[src/rtl/updown_counter4_pkg.sv]
// -----------------------------------------------------------------------------
// updown_counter4_pkg
//
// Shared constants for the LED up/down counter demo:
//   CLK_HZ            nominal board clock frequency (Hz)
//   DEFAULT_DIV_COUNT clk cycles per count step (one step per second)
//   DIR_UP / DIR_DOWN encodings of the up_down input
//   pre_width()       prescaler register width for a given divide ratio
// -----------------------------------------------------------------------------
package updown_counter4_pkg;

    localparam int CLK_HZ            = 50000000;
    localparam int DEFAULT_DIV_COUNT = CLK_HZ;

    localparam logic DIR_UP   = 1'b1;
    localparam logic DIR_DOWN = 1'b0;

    // Width needed to hold 0..div-1. A divide ratio of 1 or 2 still gets a
    // one-bit register so the prescaler never collapses to a zero-width vector.
    function automatic int pre_width(input int div);
        if (div <= 2) begin
            return 1;
        end
        return $clog2(div);
    endfunction

endpackage : updown_counter4_pkg

[src/rtl/updown_counter4_tick_gen.sv]
// -----------------------------------------------------------------------------
// updown_counter4_tick_gen
//
// Prescaler producing a one-cycle tick every DIV_COUNT clk cycles.
//
// Ports:
//   clk     in   system clock, rising edge
//   nreset  in   synchronous reset, active high (1 = in reset)
//   tick    out  high for one cycle while the prescaler sits at DIV_COUNT-1
//
// Parameters:
//   DIV_COUNT  clk cycles per tick, must be >= 1. With DIV_COUNT = 1 the
//              prescaler stays at 0 and tick is high every cycle.
// -----------------------------------------------------------------------------
module updown_counter4_tick_gen
    import updown_counter4_pkg::*;
#(
    parameter int DIV_COUNT = DEFAULT_DIV_COUNT
) (
    input  logic clk,
    input  logic nreset,
    output logic tick
);

    localparam int PRE_W = pre_width(DIV_COUNT);

    // Terminal value of the prescaler, sized to the register.
    localparam logic [PRE_W-1:0] PRE_LAST = PRE_W'(DIV_COUNT - 1);

    logic [PRE_W-1:0] pre_q;
    logic [PRE_W-1:0] pre_d;
    logic             at_last;

    // The tick is decoded from the register, so it is glitch-free relative to
    // clk and the first tick after reset lands on the DIV_COUNT-th edge.
    assign at_last = (pre_q == PRE_LAST);
    assign tick    = at_last;

    always_comb begin
        pre_d = pre_q + PRE_W'(1);
        if (at_last) begin
            pre_d = '0;
        end
    end

    always_ff @(posedge clk) begin
        if (nreset) begin
            pre_q <= '0;
        end else begin
            pre_q <= pre_d;
        end
    end

endmodule : updown_counter4_tick_gen

[src/rtl/updown_counter4.sv]
// -----------------------------------------------------------------------------
// updown_counter4
//
// Free-running up/down counter for a board demo. The count advances once per
// prescaler tick so it is slow enough to watch on LEDs.
//
// Ports:
//   clk      in   system clock (50 MHz nominal), rising edge
//   nreset   in   synchronous reset, active high (1 = in reset)
//   up_down  in   direction, DIR_UP = count up, DIR_DOWN = count down;
//                 only looked at on tick edges
//   cnter    out  registered count value, WIDTH bits, wraps both ways
//   out_oe   out  output enables for the cnter pins, always all ones
//   osc_en   out  on-chip oscillator enable, always 1
//
// Parameters:
//   WIDTH      counter width (and out_oe width)
//   DIV_COUNT  clk cycles per count step, >= 1
// -----------------------------------------------------------------------------
module updown_counter4
    import updown_counter4_pkg::*;
#(
    parameter int WIDTH     = 4,
    parameter int DIV_COUNT = DEFAULT_DIV_COUNT
) (
    input  logic             clk,
    input  logic             nreset,
    input  logic             up_down,
    output logic [WIDTH-1:0] cnter,
    output logic [WIDTH-1:0] out_oe,
    output logic             osc_en
);

    logic             tick;
    logic [WIDTH-1:0] cnter_q;
    logic [WIDTH-1:0] cnter_d;

    updown_counter4_tick_gen #(
        .DIV_COUNT (DIV_COUNT)
    ) u_tick_gen (
        .clk    (clk),
        .nreset (nreset),
        .tick   (tick)
    );

    // Natural modular arithmetic of a WIDTH-bit vector gives the 15->0 and
    // 0->15 wraps for free.
    always_comb begin
        cnter_d = cnter_q;
        if (tick) begin
            if (up_down == DIR_UP) begin
                cnter_d = cnter_q + WIDTH'(1);
            end else begin
                cnter_d = cnter_q - WIDTH'(1);
            end
        end
    end

    // Reset wins over tick and direction.
    always_ff @(posedge clk) begin
        if (nreset) begin
            cnter_q <= '0;
        end else begin
            cnter_q <= cnter_d;
        end
    end

    assign cnter = cnter_q;

    // Pins are driven at all times, reset included, so the enables are tied
    // high bit by bit rather than derived from any state.
    genvar gi;
    generate
        for (gi = 0; gi < WIDTH; gi = gi + 1) begin : g_out_oe
            assign out_oe[gi] = 1'b1;
        end
    endgenerate

    assign osc_en = 1'b1;

endmodule : updown_counter4

[config.mk]
export PLATFORM = sky130hd
export DESIGN_NAME = updown_counter4
export DESIGN_NICKNAME = d
export VERILOG_FILES = /design/src/rtl/updown_counter4_pkg.sv /design/src/rtl/updown_counter4_tick_gen.sv /design/src/rtl/updown_counter4.sv
export SDC_FILE = /design/constraint.sdc
export NUM_CORES = 1
export LEC_CHECK = 0
export ABC_CLOCK_PERIOD_IN_PS = 2020
export BUFFER_PORTS_ARGS = -buffer_cell sky130_fd_sc_hd__buf_2
export CAP_MARGIN = 20
export CORE_MARGIN = 4
export CORE_UTILIZATION = 35
export DETAILED_ROUTE_END_ITERATION = 12
export GPL_TIMING_DRIVEN = 0
export PLACE_DENSITY = 0.56
export SYNTH_ARGS = -nofsm -noshare
export SYNTH_HDL_FRONTEND = slang
export SYNTH_SLANG_ARGS = --single-unit
[constraint.sdc]
create_clock -name clk -period 2.02 [get_ports clk]
set_clock_uncertainty 0.2 [all_clocks]
set_input_delay 0.101 -clock clk [delete_from_list [all_inputs] [get_ports clk]]
set_output_delay 0.101 -clock clk [all_outputs]
set_load 0.02 [all_outputs]
==> run_summary.xml <==
<?xml version="1.0" encoding="UTF-8"?>
<metrics>
  <group name="placed_design">
    <metric name="gpl.final_weighted_congestion" unit="">0.780</metric>
    <metric name="placed_cell_count" unit="">238</metric>
    <metric name="dpl_worst_slack" unit="ns">-0.370</metric>
    <metric name="portBuffers" unit="">6</metric>
    <metric name="dpl.hpwl" unit="um">2380</metric>
    <metric name="placed_cell_area" unit="um2">1660</metric>
  </group>
  <group name="sta">
    <metric name="rsz_0062_raised_after_global_routing" unit="">true</metric>
    <metric name="fin_crit" unit="ns">2.23</metric>
    <metric name="setup_viol" unit="">29</metric>
    <metric name="finalHoldWorstSlack" unit="ns">0.285</metric>
    <metric name="layout_worst_path_cycle_share" unit="%">110</metric>
    <metric name="timing.final.max_slew_violations" unit="">0</metric>
    <metric name="post-route-worst-setup-slack" unit="ns">-0.209</metric>
    <metric name="maxClockFrequency" unit="MHz">449</metric>
    <metric name="hold_violations" unit="">0</metric>
  </group>
  <group name="floorplan">
    <metric name="overall_die_height" unit="um">74.2</metric>
    <metric name="design.portCount" unit="">12</metric>
    <metric name="chip_width" unit="um">74.2</metric>
    <metric name="core_outline_area" unit="um2">4120</metric>
    <metric name="initial_utilization" unit="%">37.3</metric>
    <metric name="floorplan_row_count" unit="">23</metric>
    <metric name="design.die.area" unit="um2">5510</metric>
  </group>
  <group name="setup_path">
    <metric name="stage_delay_of_the_slowest_cell_on_the_critical_path" unit="ns">0.57</metric>
    <metric name="crit_chain" unit="">or4b_1, or4_4, o21bai_4, buf_6, a21oi_1</metric>
    <metric name="end_kind" unit="">flop</metric>
    <metric name="setup.worst_path.start_class" unit="">flop</metric>
    <metric name="arrival" unit="ns">2.19</metric>
    <metric name="cp_slowest_cell" unit="">sky130_fd_sc_hd__or4_4</metric>
    <metric name="worstPathRequired" unit="ns">1.99</metric>
    <metric name="timing.critical_path.fanout_max" unit="">7</metric>
    <metric name="timing.reg2reg.worst_path_depth" unit="">5</metric>
    <metric name="critical_path_class" unit="">flop to flop</metric>
  </group>
  <group name="logic_synthesis">
    <metric name="synth_top_cells_by_area" unit="">sky130_fd_sc_hd__dfxtp_1, sky130_fd_sc_hd__a21oi_1, sky130_fd_sc_hd__nor2_1</metric>
    <metric name="ys.warnings.count" unit="">0</metric>
    <metric name="syn_area_per_cell" unit="um2">8.62</metric>
    <metric name="cell_with_the_most_instances_after_synthesis" unit="">sky130_fd_sc_hd__dfxtp_1</metric>
    <metric name="post_synth_arst_share" unit="%">0</metric>
    <metric name="synth_edf_count" unit="">0</metric>
    <metric name="ys.flop_type" unit="">sky130_fd_sc_hd__dfxtp_1</metric>
    <metric name="post_synth_num_cell_types" unit="">34</metric>
    <metric name="netlist.area_leader.share" unit="%">39.2</metric>
    <metric name="synth.cells.most_frequent" unit="">sky130_fd_sc_hd__dfxtp_1, sky130_fd_sc_hd__nor2_1, sky130_fd_sc_hd__a21oi_1</metric>
    <metric name="synth_sequential_area_ratio" unit="%">39.2</metric>
    <metric name="ys_ff_latch" unit="">30</metric>
    <metric name="synth_area_leader_cell" unit="">sky130_fd_sc_hd__dfxtp_1</metric>
    <metric name="netlist_area" unit="um2">1530</metric>
    <metric name="post_synth_inst_count" unit="">178</metric>
  </group>
  <group name="hold_path">
    <metric name="min-delay-path-class" unit="">flop to flop</metric>
    <metric name="worst_hold_path_depth" unit="">1</metric>
  </group>
  <group name="global_routing">
    <metric name="grt_start_max_net_pins" unit="">11</metric>
    <metric name="grt_first_pass_wirelength" unit="um">5910</metric>
    <metric name="via_count_of_the_first_global_routing_pass" unit="">1357</metric>
    <metric name="globalRouteOverflowTotal" unit="">0</metric>
    <metric name="gr-usage-all-layers" unit="%">14.1</metric>
    <metric name="antenna_found_initial" unit="">0</metric>
  </group>
  <group name="clock_network">
    <metric name="root_buffer" unit="">sky130_fd_sc_hd__clkbuf_8</metric>
    <metric name="tritoncts.num_buffers" unit="">5</metric>
    <metric name="cts-htree-levels" unit="">2</metric>
    <metric name="clkSlewWorstSetupHoldPaths" unit="ns">0.06</metric>
    <metric name="cts.sink_count" unit="">30</metric>
    <metric name="cts_tree" unit="">built</metric>
    <metric name="clkLatencyLatePin" unit="ns">0.28</metric>
    <metric name="number_of_buffers_on_the_longest_clock_path" unit="">2</metric>
  </group>
  <group name="cells_and_area">
    <metric name="layout.filler_cells" unit="">415</metric>
    <metric name="finalInstanceArea" unit="um2">1890</metric>
    <metric name="multi_input_area" unit="um2">930</metric>
    <metric name="drive_above_1_share" unit="%">30.0</metric>
    <metric name="diodes" unit="">0</metric>
    <metric name="ff_latch_area" unit="um2">608</metric>
    <metric name="area_growth_syn_to_layout" unit="%">23.2</metric>
    <metric name="layoutNonFillerInstCount" unit="">253</metric>
    <metric name="design.final.nets" unit="">210</metric>
  </group>
  <group name="routing">
    <metric name="first_pass_iters" unit="">4</metric>
    <metric name="totalWireLength" unit="um">3600</metric>
    <metric name="drt_drc_violations_left" unit="">0</metric>
    <metric name="drtIter0Drc" unit="">49</metric>
    <metric name="routedWlPerCell" unit="um">14.2</metric>
    <metric name="detail-route-antenna-nets" unit="">0</metric>
    <metric name="post_drt_via_cell_ratio" unit="">5.51</metric>
    <metric name="via_count" unit="">1395</metric>
  </group>
  <group name="run">
    <metric name="max_cap_viol" unit="">0</metric>
  </group>
  <group name="outcome">
    <metric name="violations" unit="">negative setup slack</metric>
    <metric name="outcome" unit="">complete, but fails checks</metric>
  </group>
  <group name="power_and_ir_drop">
    <metric name="power.density_cell_area" unit="nW/um2">592</metric>
    <metric name="sum_of_internal_switching_and_leakage_power" unit="mW">1.12</metric>
    <metric name="power.static_leakage" unit="nW">0.645</metric>
    <metric name="peakVddDrop" unit="uV">317</metric>
  </group>
</metrics>
## final cells by class
cell class	count	area share (%)
clock buffer	7	4.04
buffer	9	3.58
timing repair buffer	17	6.89
tap	50	3.31
sequential	30	32.2
inverter	4	0.795
multi-input combinational	136	49.2
## routing by layer
metal | wire length, um | vias up | global-route usage (%)
met2 | 1810 | 28 | 24.1
met5 | 0 | - | 0
met3 | 168 | 7 | 4.86
met1 | 1560 | 668 | 15.5
li1 | - | 692 | -
met4 | 59 | 0 | 7.04
## flip-flops by register name (all words and copies together) (netlist names)
register	count
cnter	4
u_tick_gen.pre_q	26
## report_power, final
group	total (mW)	internal, mW	switching, mW
logic	0.0695	0.0320	0.0375
registers	0.603	0.597	0.00615
clock network	0.447	0.237	0.210
## layout by cell type, fill, tap and decap left out, drive strengths merged, types with 2 or more instances in the layout
cell type / n
buf: 23
or3: 7
and4: 5
nand2: 6
ha: 3
or4: 9
o31ai: 6
or4b: 2
dfxtp: 30
clkbuf: 9
o21ai: 7
xnor2: 7
nor2: 18
conb: 5
nand4: 8
a21oi: 15
and3: 3
nor4: 2
nand2b: 2
nand3: 13
nor3: 3
xor2: 7
inv: 4
## worst paths after layout
path / from / slack, ns / endpoint
max: u_tick_gen.pre_q[11]$_SDFF_PP0_ / -0.21 / u_tick_gen.pre_q[22]$_SDFF_PP0_
min: u_tick_gen.pre_q[0]$_SDFF_PP0_ / 0.28 / u_tick_gen.pre_q[0]$_SDFF_PP0_
max reg2reg: u_tick_gen.pre_q[11]$_SDFF_PP0_ / -0.21 / u_tick_gen.pre_q[22]$_SDFF_PP0_
min reg2reg: u_tick_gen.pre_q[0]$_SDFF_PP0_ / 0.28 / u_tick_gen.pre_q[0]$_SDFF_PP0_
## what timing repair did
action	CTS	global route
pin swaps	8	3
setup buffers	6	2
setup endpoints to repair	29	29
resized for setup	16	18
gates cloned	2	0
endpoints found under the hold margin	4	0
hold buffers	1	0
## cell families after synthesis
group / share of synthesized area [%]
simple gates: 29.5
other cells: 0.244
buf+inv: 5.38
compound gates: 13.2
fa+ha+maj: 3.75
xor+xnor: 7.99
flops: 39.2
mux: 0.734
## stage by stage
| stage | TNS (ns) | util (%) |
|---|---|---|
| 2_1_floorplan | -3.06 | - |
| 3_3_place_gp | -7.55 | 40.4 |
| 3_5_place_dp | -8.97 | 40.4 |
| 5_1_grt | -6.97 | 45.9 |
| 4_1_cts | -5.87 | 44.5 |
| 6_report | -5.53 | 45.9 |
## critical path: cells and delay by family (launching register included)
kind	cells	cell delay (ns)
buffers and inverters	1	0.18
and+or+nand+nor	2	1.08
DFF	1	0.32
AOI/OAI and AO/OA	2	0.33
Power figures use the tool's default switching activity.
